### config.mk
export PLATFORM = sky130hd
export DESIGN_NAME = byte_pack_ctrl
export DESIGN_NICKNAME = d
export VERILOG_FILES = /design/src/rtl/byte_pack_pkg.sv /design/src/rtl/lane_reg_en.sv /design/src/rtl/byte_pack_ctrl.sv
export SDC_FILE = /design/constraint.sdc
export NUM_CORES = 1
export LEC_CHECK = 0
export ABC_AREA = 1
export BUFFER_PORTS_ARGS = -buffer_cell sky130_fd_sc_hd__buf_2
export CORE_MARGIN = 2
export CORE_UTILIZATION = 40
export CTS_CLUSTER_DIAMETER = 200
export CTS_CLUSTER_SIZE = 28
export DETAILED_ROUTE_END_ITERATION = 8
export PLACE_DENSITY = 0.71
export SYNTH_ARGS = -nofsm -noshare
export SYNTH_HDL_FRONTEND = slang
export SYNTH_HIERARCHICAL = 1
export SYNTH_SLANG_ARGS = --single-unit
export TNS_END_PERCENT = 1
### constraint.sdc
create_clock -name clk -period 1.25 [get_ports clk]
set_input_delay 0.125 -clock clk [delete_from_list [all_inputs] [get_ports clk]]
set_output_delay 0.125 -clock clk [all_outputs]
set_load 0.02 [all_outputs]
### src/rtl/byte_pack_pkg.sv
// Shared types and width helpers for the byte packer.
//   state_t  : FILL (accepting bytes) / FULL (holding a finished word)
//   word_w() : assembled word width, BYTE_W*NBYTES
//   cnt_w()  : width of a counter holding 0..NBYTES
package byte_pack_pkg;

  typedef enum logic {FILL = 1'b0, FULL = 1'b1} state_t;

  localparam int DEF_BYTE_W = 8;
  localparam int DEF_NBYTES = 2;

  function automatic int word_w(input int byte_w, input int nbytes);
    return byte_w * nbytes;
  endfunction

  function automatic int cnt_w(input int nbytes);
    return $clog2(nbytes + 1);
  endfunction

endpackage

### src/rtl/lane_reg_en.sv
// One lane register of the packer: loads data_i when enable=1, holds otherwise.
// Ports: clk, rst (sync, active-high, clears to 0), enable, data_i, data_o.
module lane_reg_en #(
  parameter int BYTE_W = 8
) (
  input  logic              clk,
  input  logic              rst,
  input  logic              enable,
  input  logic [BYTE_W-1:0] data_i,
  output logic [BYTE_W-1:0] data_o
);

  always_ff @(posedge clk) begin
    if (rst)         data_o <= '0;
    else if (enable) data_o <= data_i;
  end

endmodule

### src/rtl/byte_pack_ctrl.sv
// Assembles NBYTES input bytes into one word with valid/ready on both sides.
// Ports:
//   clk, rst        : clock, synchronous active-high reset
//   in_data/in_valid/in_ready    : byte input handshake
//   clear           : synchronous discard of partial or held word
//   out_data/out_valid/out_ready : word output handshake (lanes concatenated)
//   lane_en         : one-hot strobe of the lane written this cycle
//   fill_cnt        : bytes currently stored, 0..NBYTES
// Build option: define BYTE_PACK_MSB_FIRST_EN to fill from lane NBYTES-1 down
// to lane 0 instead of lane 0 upward. Count and timing are unchanged.
module byte_pack_ctrl
  import byte_pack_pkg::*;
#(
  parameter int BYTE_W = DEF_BYTE_W,
  parameter int NBYTES = DEF_NBYTES
) (
  input  logic                           clk,
  input  logic                           rst,
  input  logic [BYTE_W-1:0]              in_data,
  input  logic                           in_valid,
  output logic                           in_ready,
  input  logic                           clear,
  output logic [word_w(BYTE_W,NBYTES)-1:0] out_data,
  output logic                           out_valid,
  input  logic                           out_ready,
  output logic [NBYTES-1:0]              lane_en,
  output logic [cnt_w(NBYTES)-1:0]       fill_cnt
);

  localparam int WORD_W = word_w(BYTE_W, NBYTES);
  localparam int CW     = cnt_w(NBYTES);

  state_t          state, state_nxt;
  logic [CW-1:0]   cnt_nxt;
  logic [CW-1:0]   slot;   // logical byte position of the byte loaded now
  logic            load;

  always_ff @(posedge clk) begin
    if (rst) begin
      state    <= FILL;
      fill_cnt <= '0;
    end else begin
      state    <= state_nxt;
      fill_cnt <= cnt_nxt;
    end
  end

  always_comb begin
    state_nxt = state;
    cnt_nxt   = fill_cnt;
    slot      = fill_cnt;
    load      = 1'b0;
    in_ready  = 1'b0;
    if (!rst) begin
      if (clear) begin
        state_nxt = FILL;
        cnt_nxt   = '0;
      end else begin
        unique case (state)
          FILL: begin
            in_ready = 1'b1;
            if (in_valid) begin
              load    = 1'b1;
              cnt_nxt = fill_cnt + CW'(1);
              if (fill_cnt == CW'(NBYTES - 1)) state_nxt = FULL;
            end
          end
          FULL: begin
            // A byte may enter only in the cycle the held word leaves;
            // it starts the next word at position 0, so no bubble.
            in_ready = out_ready;
            slot     = '0;
            if (out_ready) begin
              state_nxt = FILL;
              if (in_valid) begin
                load    = 1'b1;
                cnt_nxt = CW'(1);
              end else begin
                cnt_nxt = '0;
              end
            end
          end
          default: begin
            state_nxt = FILL;
            cnt_nxt   = '0;
          end
        endcase
      end
    end
  end

  // Map logical position to physical lane.
  always_comb begin
    int sel;
`ifdef BYTE_PACK_MSB_FIRST_EN
    sel = NBYTES - 1 - int'(slot);
`else
    sel = int'(slot);
`endif
    for (int i = 0; i < NBYTES; i++) lane_en[i] = load && (sel == i);
  end

  assign out_valid = (state == FULL);

  logic [NBYTES-1:0][BYTE_W-1:0] lane_q;

  for (genvar g = 0; g < NBYTES; g++) begin : g_lane
    lane_reg_en #(.BYTE_W(BYTE_W)) u_lane (
      .clk    (clk),
      .rst    (rst),
      .enable (lane_en[g]),
      .data_i (in_data),
      .data_o (lane_q[g])
    );
  end

  assign out_data = WORD_W'(lane_q);

endmodule

==> key figures, run 1 <==
Pwr
  • Sw Share: a little over a quarter
  • Net Sw Power: just under 300 µW
  • Clock power share: around 26%
  • Internal: 824 µW
  • VDD IR max: 0.531 mV
  • Logic gate share of total power: between 10% and 20%
  • Leakage power: 0.000645 µW
  • Register share of total power: a little under three fifths
  • Power Density: 938 mW/mm²

Critical path
  • Data required, critical path: about 1.1 ns
  • Crit path largest cell delay: 0.37 ns
  • WP depth: 4
  • Worst path cell trace: nand2_1 -> nand3_2 -> nor2_4 -> buf_4
  • CP Launch Point: out_valid$_SDFF_PP0_
  • Max FO, Critical Path: 3
  • Crit-path leading delay family: flip-flops
  • Slowest cell on the critical path: dfxtp_4
  • CP endpoint kind: output port
  • Startpoint types: register
  • Worst reg2reg endpoint: g_lane[1].u_lane/data_o[6]$_SDFFE_PP0P_
  • R2R depth: 8
  • CP endpoint: lane_en[1]
  • R2R setup slack: around 0.080 ns
  • Crit Path Category: reg -> out
  • Critical path arrival: roughly 1.1 ns
  • CP Buf/Inv Count: 1
  • Worst reg2reg startpoint: out_valid$_SDFF_PP0_

Cells and area
  • Most frequent cells in the layout: nand2_1 (34), nor2_1 (31), buf_2 (31)
  • Post-route cell area: 0.00119 mm²
  • N_diodes: 0
  • Final core utilization: 55.5%
  • Commonest non-fill, non-tap cell in the layout: nand2_1
  • Share of layout cells above drive strength 1: 36.4%
  • Fillers: between 200 and 250
  • Final net count: around 190
  • Synthesis-to-layout area growth: 35.2%

Timing
  • Worst slew margin: a little under nine tenths
  • RSZ-0062 raised after global routing: true
  • Setup_tns: 0 ns
  • Final-report max-slew violation count: 0
  • Final Hold Fails: 0
  • Endpoints failing setup: 0
  • Slew @ Worst Pin: about 0.22 ns
  • Post-route minimum period: ~1.2 ns
  • Layout Skew: approximately 0.0037 ns
  • Period utilisation layout: approximately 100%
  • Highest Clock Rate: around 0.82 GHz

Placement
  • HPWL Detailed: between 1000 and 1500 µm
  • Port-buffer cells: 34
  • Placed Area: about 0.0011 mm²
  • Gpl congestion: 0.825

CTS
  • Post-CTS Hold Buffers: 0
  • CTS root buffer: clkbuf_4
  • Max clock buf depth: 2
  • CTS tree: yes
  • Clk Latency, worst-skew pair: 0.28 ns
  • H-tree depth: 1
  • Clock transition at path regs: 0.10 ns
  • Sinks on Clock Net: 19
  • CTS buffer count: 3

Floorplan
  • Die Y: 51.0 µm
  • Starting Density: approximately 41%
  • CORE AREA: ~0.0021 mm²
  • Die Area: 0.00260 mm²
  • # IOs: 35
  • Die X: slightly above 50 µm
  • Std cell rows: 17

Logic synthesis
  • Largest cells by area after synthesis: dfxtp_1 (43%), nand2_1 (16%), nor2_1 (14%)
  • Register bit total from synthesis: 19
  • Avg Cell Area, Syn: between 6 and 7 µm²
  • Register area share after synthesis: 43.1%
  • Syn. warnings: 6
  • Post-synth top area cell: dfxtp_1
  • Net count after synthesis: ~150
  • Mapped cell area: a little under 900 µm²
  • Count of cell types in the netlist: 13
  • Synth Instances: between 100 and 150
  • Post-synth top area share: about 43%

Routing
  • Drt pass-1 iters: 4
  • Vias: 881
  • Vias per cell: 4.38
  • Routed Wire Length: ~1900 µm
  • WL per Instance: 9.38 µm
  • DRC: 0
  • Post-route ant nets: 0
  • DR iter-0 viols: 9

Global routing
  • First-pass GRT wire length: 3170 µm
  • Tot GR Track Use: 16.1%
  • Largest net degree at the start of global routing: 17
  • Initial antenna violation count: 0
  • Gr ovfl total: 0
  • Vias in the first global route: about 800

Job
  • # Max-Cap Violations: 0

Min path
  • Worst hold path type: in -> reg

Outcome
  • Outcome: completed
## worst min path at each step
stage                                to   from  slack [ns]  cells past startpoint
6_report       fill_cnt[0]$_SDFFE_PP0P_  clear        0.13                      4
5_1_grt        fill_cnt[0]$_SDFFE_PP0P_  clear        0.13                      4
4_1_cts        fill_cnt[0]$_SDFFE_PP0P_  clear        0.12                      4
3_5_place_dp       out_valid$_SDFF_PP0_  clear        0.43                      4
3_3_place_gp   fill_cnt[0]$_SDFFE_PP0P_  clear        0.41                      4
2_1_floorplan      out_valid$_SDFF_PP0_    rst        0.27                      3
## layout make-up
type                    count  area, µm²  share of cell area [%]
inverters                  23       88.8                    7.45
flip-flops and latches     19        387                    32.4
clock buffers               4       26.3                    2.20
repair buffers             40        239                    20.0
well taps                  28       35.0                    2.94
multi-input cells          87        417                    34.9
## per-layer routing
| layer | part of all wire [%] | routed length [µm] | up-vias | track usage (%) |
|---|---|---|---|---|
| met5 | 0 | 0 | - | 0 |
| met4 | 0.85 | 16 | 0 | 8.11 |
| met3 | 6.6 | 125 | 2 | 3.22 |
| met2 | 44 | 830 | 27 | 25.3 |
| met1 | 48 | 912 | 386 | 20.7 |
| li1 | - | - | 466 | - |
## kinds of logic (layout without fill, tap and decap cells)
logic type	Yosys count	in the layout	synth area share, %
fa+ha+maj	1	1	1.42
flops	19	19	43.1
buf+inv	27	67	14.9
compound gates	5	5	3.26
simple gates	81	81	37.3
## repair_timing
action,4_1_cts,5_1_grt
setup buffers,4,1
pin swaps,4,2
setup endpoints to repair,2,18
resized for setup,6,7
## per-stage QoR
| stage | instances | power, µW | setup WS (ns) | hold WS [ns] |
|---|---|---|---|---|
| 5_1_grt | 201 | 1190 | -0.0367 | 0.125 |
| 3_5_place_dp | 192 | 827 | 0.0378 | 0.426 |
| 3_3_place_gp | 192 | 824 | 0.0725 | 0.411 |
| 2_1_floorplan | 133 | 768 | -0.0125 | 0.268 |
| 4_1_cts | 200 | 1130 | -0.0111 | 0.115 |
| 6_report | 201 | 1120 | 0.0318 | 0.131 |
## state kept, by name, indices dropped and copies added (netlist names)
name and flops:
g_lane.u_lane/data_o 16, out_valid 1, fill_cnt 2
## Yosys cell counts (all sizes together)
cell type  instances
dfxtp             19
nor2              36
o21ai              1
nand3              6
nand2             39
a21oi              4
ha                 1
buf                4
inv               23
## power groups by stage
stage               registers [µW]  clock network (µW)  logic [µW]
floorplan                      675                   0        93.6
global placement               651                   0         173
detailed placement             651                   0         176
CTS                            637                 304         186
global route                   640                 332         217
finish                         637                 287         195
## worst reg2reg max path, cell delays in order (launching register included)
cell     delay [ns]
dfxtp_4        0.37
nand2_1        0.11
nand3_2        0.09
nor2_4         0.10
buf_4          0.12
buf_12         0.13
nand2_1        0.05
nand2_1        0.07
nor2_2         0.03
(Power assumes the default switching activity.)
==> inputs of run 2 (changes only) <==
ABC_AREA = default   (was 1)
CORE_MARGIN = 4   (was 2)
PLACE_DENSITY = 0.73   (was 0.71)
==> key figures, run 2 <==
Outcome
  • Outcome: complete, but fails checks
  • Failing checks: negative setup slack

Cells and area
  • Final core utilization: between 60% and 70%
  • Commonest non-fill, non-tap cell in the layout: buf_2
  • Largest register FFs: 16
  • N_diodes: 0
  • Fillers: roughly 170
  • Most frequent cells in the layout: buf_2 (32), nor2_1 (18), mux2i_1 (16), dfxtp_1 (16), buf_4 (9)
  • Area used by multi-input combinational logic: between 300 and 400 µm²
  • Share of layout cells above drive strength 1: around 47%
  • Largest reg by FF count: g_lane.u_lane/data_o
  • FF/Latch Area: between 300 and 400 µm²
  • Post-route cell area: between 0.001 and 0.0015 mm²
  • Final net count: between 100 and 150
  • Synthesis-to-layout area growth: 41.9%

Critical path
  • CP endpoint kind: output port
  • Max FO, Critical Path: 4
  • Crit Path Category: reg -> out
  • Critical path arrival: 1.44 ns
  • Data required, critical path: between 1 and 1.5 ns
  • Startpoint types: register
  • R2R depth: 6

Global routing
  • Gr ovfl total: 0
  • Tot GR Track Use: 14.0%
  • Vias in the first global route: 693
  • First-pass GRT wire length: ~2800 µm
  • Initial antenna violation count: 0
  • Largest net degree at the start of global routing: 17

Timing
  • Final worst slack: -0.320 ns
  • Worst slew margin: about 78%
  • Slew @ Worst Pin: 0.326 ns
  • Final-report max-slew violation count: 0
  • RSZ-0062 raised after global routing: true
  • Layout Skew: about 0.0043 ns
  • Period utilisation layout: 126%
  • Final Hold Fails: 0
  • Post-route minimum period: between 1.5 and 2 ns
  • Setup_tns: -2.18 ns
  • Endpoints failing setup: 14
  • Highest Clock Rate: approximately 0.64 GHz

Floorplan
  • Die Area: ~0.0027 mm²
  • Starting Density: a little over two fifths
  • CORE AREA: roughly 0.0018 mm²
  • # IOs: 35
  • Std cell rows: 15
  • Die X: just over 50 µm
  • Die Y: ~52 µm

Placement
  • Port-buffer cells: 34
  • Placed Area: ~0.0010 mm²
  • Gpl congestion: 0.820
  • HPWL Detailed: between 1000 and 1500 µm

Logic synthesis
  • Net count after synthesis: 90
  • Avg Cell Area, Syn: ~10 µm²
  • Count of cell types in the netlist: 20
  • Post-synth top area cell: dfxtp_1
  • Async S/R FF share, synth: 0%
  • Synth Instances: between 70 and 80
  • Syn. warnings: 6
  • Most common cell in the netlist: dfxtp_1
  • Synth cell count leaders: dfxtp_1 (19), nor2_1 (18), mux2i_1 (16)
  • Ys flop type: dfxtp_1
  • Register area share after synthesis: approximately 50%
  • Post-synth top area share: around 50%
  • EDFF count, synth: 0
  • Largest cells by area after synthesis: dfxtp_1 (50%), mux2i_1 (21%), nor2_1 (8.9%)
  • Mapped cell area: approximately 760 µm²
  • Register bit total from synthesis: 19

Routing
  • Routed Wire Length: between 1500 and 2000 µm
  • Drt pass-1 iters: 2
  • Vias: between 600 and 700
  • DRC: 0
  • Vias per cell: roughly 4.7
  • WL per Instance: roughly 12 µm
  • DR iter-0 viols: 3
  • Post-route ant nets: 0

CTS
  • Clk Latency, worst-skew pair: approximately 0.30 ns
  • Clock transition at path regs: 0.10 ns
  • CTS root buffer: clkbuf_4
  • CTS buffer count: 3
  • Max clock buf depth: 2
  • Post-CTS Hold Buffers: 0
  • H-tree depth: 1
  • CTS tree: yes
  • Sinks on Clock Net: 19

Pwr
  • Leakage power: about 0.00049 µW
  • VDD IR max: ~0.54 mV
  • Power Density: roughly 1000 mW/mm²

Min path
  • Worst hold path type: in -> reg
  • Hold path depth: 3

Job
  • # Max-Cap Violations: 0
run 2: cell type report:
cell class,count,share of cell area [%]
well taps,25,2.90
repair buffers,45,25.3
flip-flops and latches,19,35.6
inverters,1,0.348
multi-input cells,51,33.4
clock buffers,3,2.09
clock inverters,1,0.463
run 2: power breakdown:
part / total (µW) / switching, µW / internal [µW]
logic: 146 / 76.8 / 69.0
registers: 626 / 6.82 / 619
clock network: 304 / 184 / 119
run 2: timing repair:
| item | 4_1_cts | 5_1_grt |
|---|---|---|
| gates resized for setup | 4 | 4 |
| pin swaps | 0 | 2 |
| endpoints found under the setup margin | 16 | 20 |
| buffers inserted | 0 | 2 |
run 2: worst paths after layout:
path	from	to	slack [ns]
setup / recovery	fill_cnt[1]$_SDFFE_PP0P_	lane_en[0]	-0.32
hold / removal	in_data[3]	g_lane[0].u_lane/data_o[3]$_SDFFE_PP0P_	0.07
setup reg to reg	fill_cnt[1]$_SDFFE_PP0P_	g_lane[0].u_lane/data_o[0]$_SDFFE_PP0P_	-0.23
hold reg to reg	g_lane[1].u_lane/data_o[0]$_SDFFE_PP0P_	g_lane[1].u_lane/data_o[0]$_SDFFE_PP0P_	0.50
run 2: kinds of logic (layout without fill, tap and decap cells):
family                   count (synthesis)  count (layout)  share of synthesized area [%]
AND/OR/NAND/NOR                         28              28                           17.9
flip-flops                              19              19                           50.0
multiplexers                            16              16                           21.1
AO/OA/AOI/OAI                            6               6                           4.44
buffers and inverters                    6              50                           4.93
adder cells (fa/ha/maj)                  1               1                           1.64
run 2: through the flow:
stage / std cells / setup WS (ns) / power [µW] / hold WS (ns)
3_3_place_gp: 139 / -0.0726 / 772 / 0.377
2_1_floorplan: 76 / -0.287 / 717 / 0.272
6_report: 145 / -0.320 / 1080 / 0.0690
5_1_grt: 145 / -0.396 / 1130 / 0.0554
4_1_cts: 143 / -0.329 / 1090 / 0.0607
3_5_place_dp: 139 / -0.0901 / 774 / 0.386
run 2: routing by layer:
layer,track usage [%],vias to the layer above,routed length (µm)
met5,0,-,0
met4,6.99,0,26
met3,4.87,4,91
met2,25.2,24,893
met1,14.2,315,675
li1,-,343,-
run 2: worst max-delay path, stage by stage, from the launching register on:
cell,delay (ns)
dfxtp_2,0.33
o31a_1,0.32
nor3b_4,0.23
buf_6,0.15
buf_6,0.11
==> inputs of run 3 (changes only) <==
RECOVER_POWER = 25   (was default)
==> key figures, run 3 (synthesis results as in run 2) <==
Critical path
  • CP Buf/Inv Count: 2
  • Max FO, Critical Path: 4
  • Worst path cell trace: o31a_1 -> nor3b_4 -> buf_6 -> buf_6
  • CP dominant cell by count: buf_6
  • CP endpoint kind: output port
  • Data required, critical path: around 1.1 ns
  • Crit path largest cell delay: around 0.33 ns
  • Critical path arrival: 1.45 ns
  • Crit-path leading delay family: flip-flops
  • Crit Path Category: reg -> out
  • Startpoint types: register
  • Slowest cell on the critical path: dfxtp_2

Global routing
  • First-pass GRT wire length: about 2800 µm
  • Met2 usage: between 20% and 30%
  • Met3 GRT Util: under 10%
  • Gr ovfl total: 0
  • Tot GR Track Use: approximately 14%
  • Met1 Use GR: 14.2%
  • Largest net degree at the start of global routing: 17
  • GRT busiest layer: met2
  • Vias in the first global route: ~700
  • Initial antenna violation count: 0

Outcome
  • Failing checks: negative setup slack
  • Outcome: complete, but fails checks

Timing
  • Worst slew margin: slightly below 80%
  • Final-report max-slew violation count: 0
  • RSZ-0062 raised after global routing: true
  • Post-route minimum period: 1.57 ns
  • Period utilisation layout: 126%
  • Final Hold Fails: 0
  • Endpoints failing setup: 14
  • Highest Clock Rate: 0.637 GHz
  • Final worst slack: -0.320 ns
  • Layout Skew: about 0.0045 ns
  • Slew @ Worst Pin: 0.325 ns

Cells and area
  • Share of layout cells above drive strength 1: between 40% and 50%
  • Synthesis-to-layout area growth: 41.1%
  • Area used by multi-input combinational logic: ~360 µm²
  • Largest register FFs: 16
  • Final net count: 135
  • FF/Latch Area: between 300 and 400 µm²
  • Largest reg by FF count: g_lane.u_lane/data_o
  • N_diodes: 0
  • Commonest non-fill, non-tap cell in the layout: buf_2
  • Fillers: about 180
  • Post-route cell area: roughly 0.0011 mm²
  • Most frequent cells in the layout: buf_2 (27), nor2_1 (18), mux2i_1 (16), dfxtp_1 (16), buf_4 (9)

Floorplan
  • Die Y: ~52 µm
  • Die X: 51.6 µm
  • # IOs: 35
  • Std cell rows: 15
  • CORE AREA: 0.00176 mm²
  • Starting Density: 43.1%
  • Die Area: between 0.002 and 0.003 mm²

CTS
  • Clk Latency, worst-skew pair: approximately 0.3 ns
  • Clock transition at path regs: ~0.1 ns
  • Max clock buf depth: 2
  • H-tree depth: 1
  • Post-CTS Hold Buffers: 0
  • CTS buffer count: 3
  • Sinks on Clock Net: 19
  • CTS root buffer: clkbuf_4
  • CTS tree: yes

Pwr
  • Overall power: 1070 µW
  • Leakage power: around 0.00047 µW
  • VDD IR max: ~0.54 mV
  • Power Density: between 1000 and 1500 mW/mm²

Routing
  • Vias per cell: between 4 and 5
  • Vias: about 700
  • DR iter-0 viols: 6
  • WL per Instance: ~12 µm
  • Post-route ant nets: 0
  • DRC: 0
  • Routed Wire Length: roughly 1700 µm
  • Drt pass-1 iters: 3

Min path
  • Worst hold path type: in -> reg

Placement
  • Gpl congestion: 0.820
  • Placed Area: 0.00101 mm²
  • Port-buffer cells: 34
  • HPWL Detailed: ~1300 µm

Job
  • # Max-Cap Violations: 0
[run 3: changes by cell type in the layout (fill, tap and decap cells not counted)]
cell and delta:
buf_2 -5, clkbuf_1 +5
[run 3: where the power goes]
| part | switching, µW | internal (µW) | total, µW |
|---|---|---|---|
| registers | 6.89 | 619 | 626 |
| clock network | 184 | 119 | 304 |
| logic | 76.8 | 68.2 | 145 |
[run 3: path summary, 6_finish.rpt]
kind / start / endpoint / slack [ns] / cells after the start
worst min register to register: g_lane[0].u_lane/data_o[7]$_SDFFE_PP0P_ / g_lane[0].u_lane/data_o[7]$_SDFFE_PP0P_ / 0.50 / 2
worst max register to register: fill_cnt[1]$_SDFFE_PP0P_ / g_lane[0].u_lane/data_o[0]$_SDFFE_PP0P_ / -0.23 / 6
worst max-delay path: fill_cnt[1]$_SDFFE_PP0P_ / lane_en[0] / -0.32 / 4
worst min-delay path: in_data[3] / g_lane[0].u_lane/data_o[3]$_SDFFE_PP0P_ / 0.07 / 3
[run 3: repair_timing]
| item | in CTS | in global routing |
|---|---|---|
| setup endpoints to repair | 16 | 20 |
| pin swaps | 0 | 2 |
| buffers inserted | 0 | 2 |
| resized for setup | 4 | 4 |
[run 3: through the flow]
| step | setup slack (ns) | std cells | hold slack [ns] | util [%] | setup TNS [ns] |
|---|---|---|---|---|---|
| final | -0.320 | 145 | 0.0686 | 60.9 | -2.19 |
| after CTS | -0.329 | 143 | 0.0607 | 59.6 | -1.68 |
| after floorplan | -0.287 | 76 | 0.272 | - | -3.93 |
| after global routing | -0.396 | 145 | 0.0554 | 60.9 | -3.89 |
| after detailed placement | -0.0901 | 139 | 0.386 | 57.3 | -1.23 |
| after global placement | -0.0726 | 139 | 0.377 | 57.3 | -0.949 |
[run 3: worst reg2reg max path, cell delays in order (launching register included)]
cell and delay (ns):
dfxtp_2 0.33, o31a_1 0.32, nor3b_4 0.24, buf_4 0.15, buf_6 0.11, mux2i_1 0.19, nor2_1 0.05
[run 3: final cells by class]
cell class                      count  area share, %
Multi-Input combinational cell     51           33.6
Clock buffer                        3           2.10
Tap cell                           25           2.91
Inverter                            1          0.350
Clock inverter                      1          0.466
Sequential cell                    19           35.8
Timing Repair Buffer               45           24.8
[run 3: routing by layer]
layer	routed length, µm	vias to the layer above
li1	-	343
met1	683	316
met2	887	24
met3	85	4
met4	26	0
met5	0	-
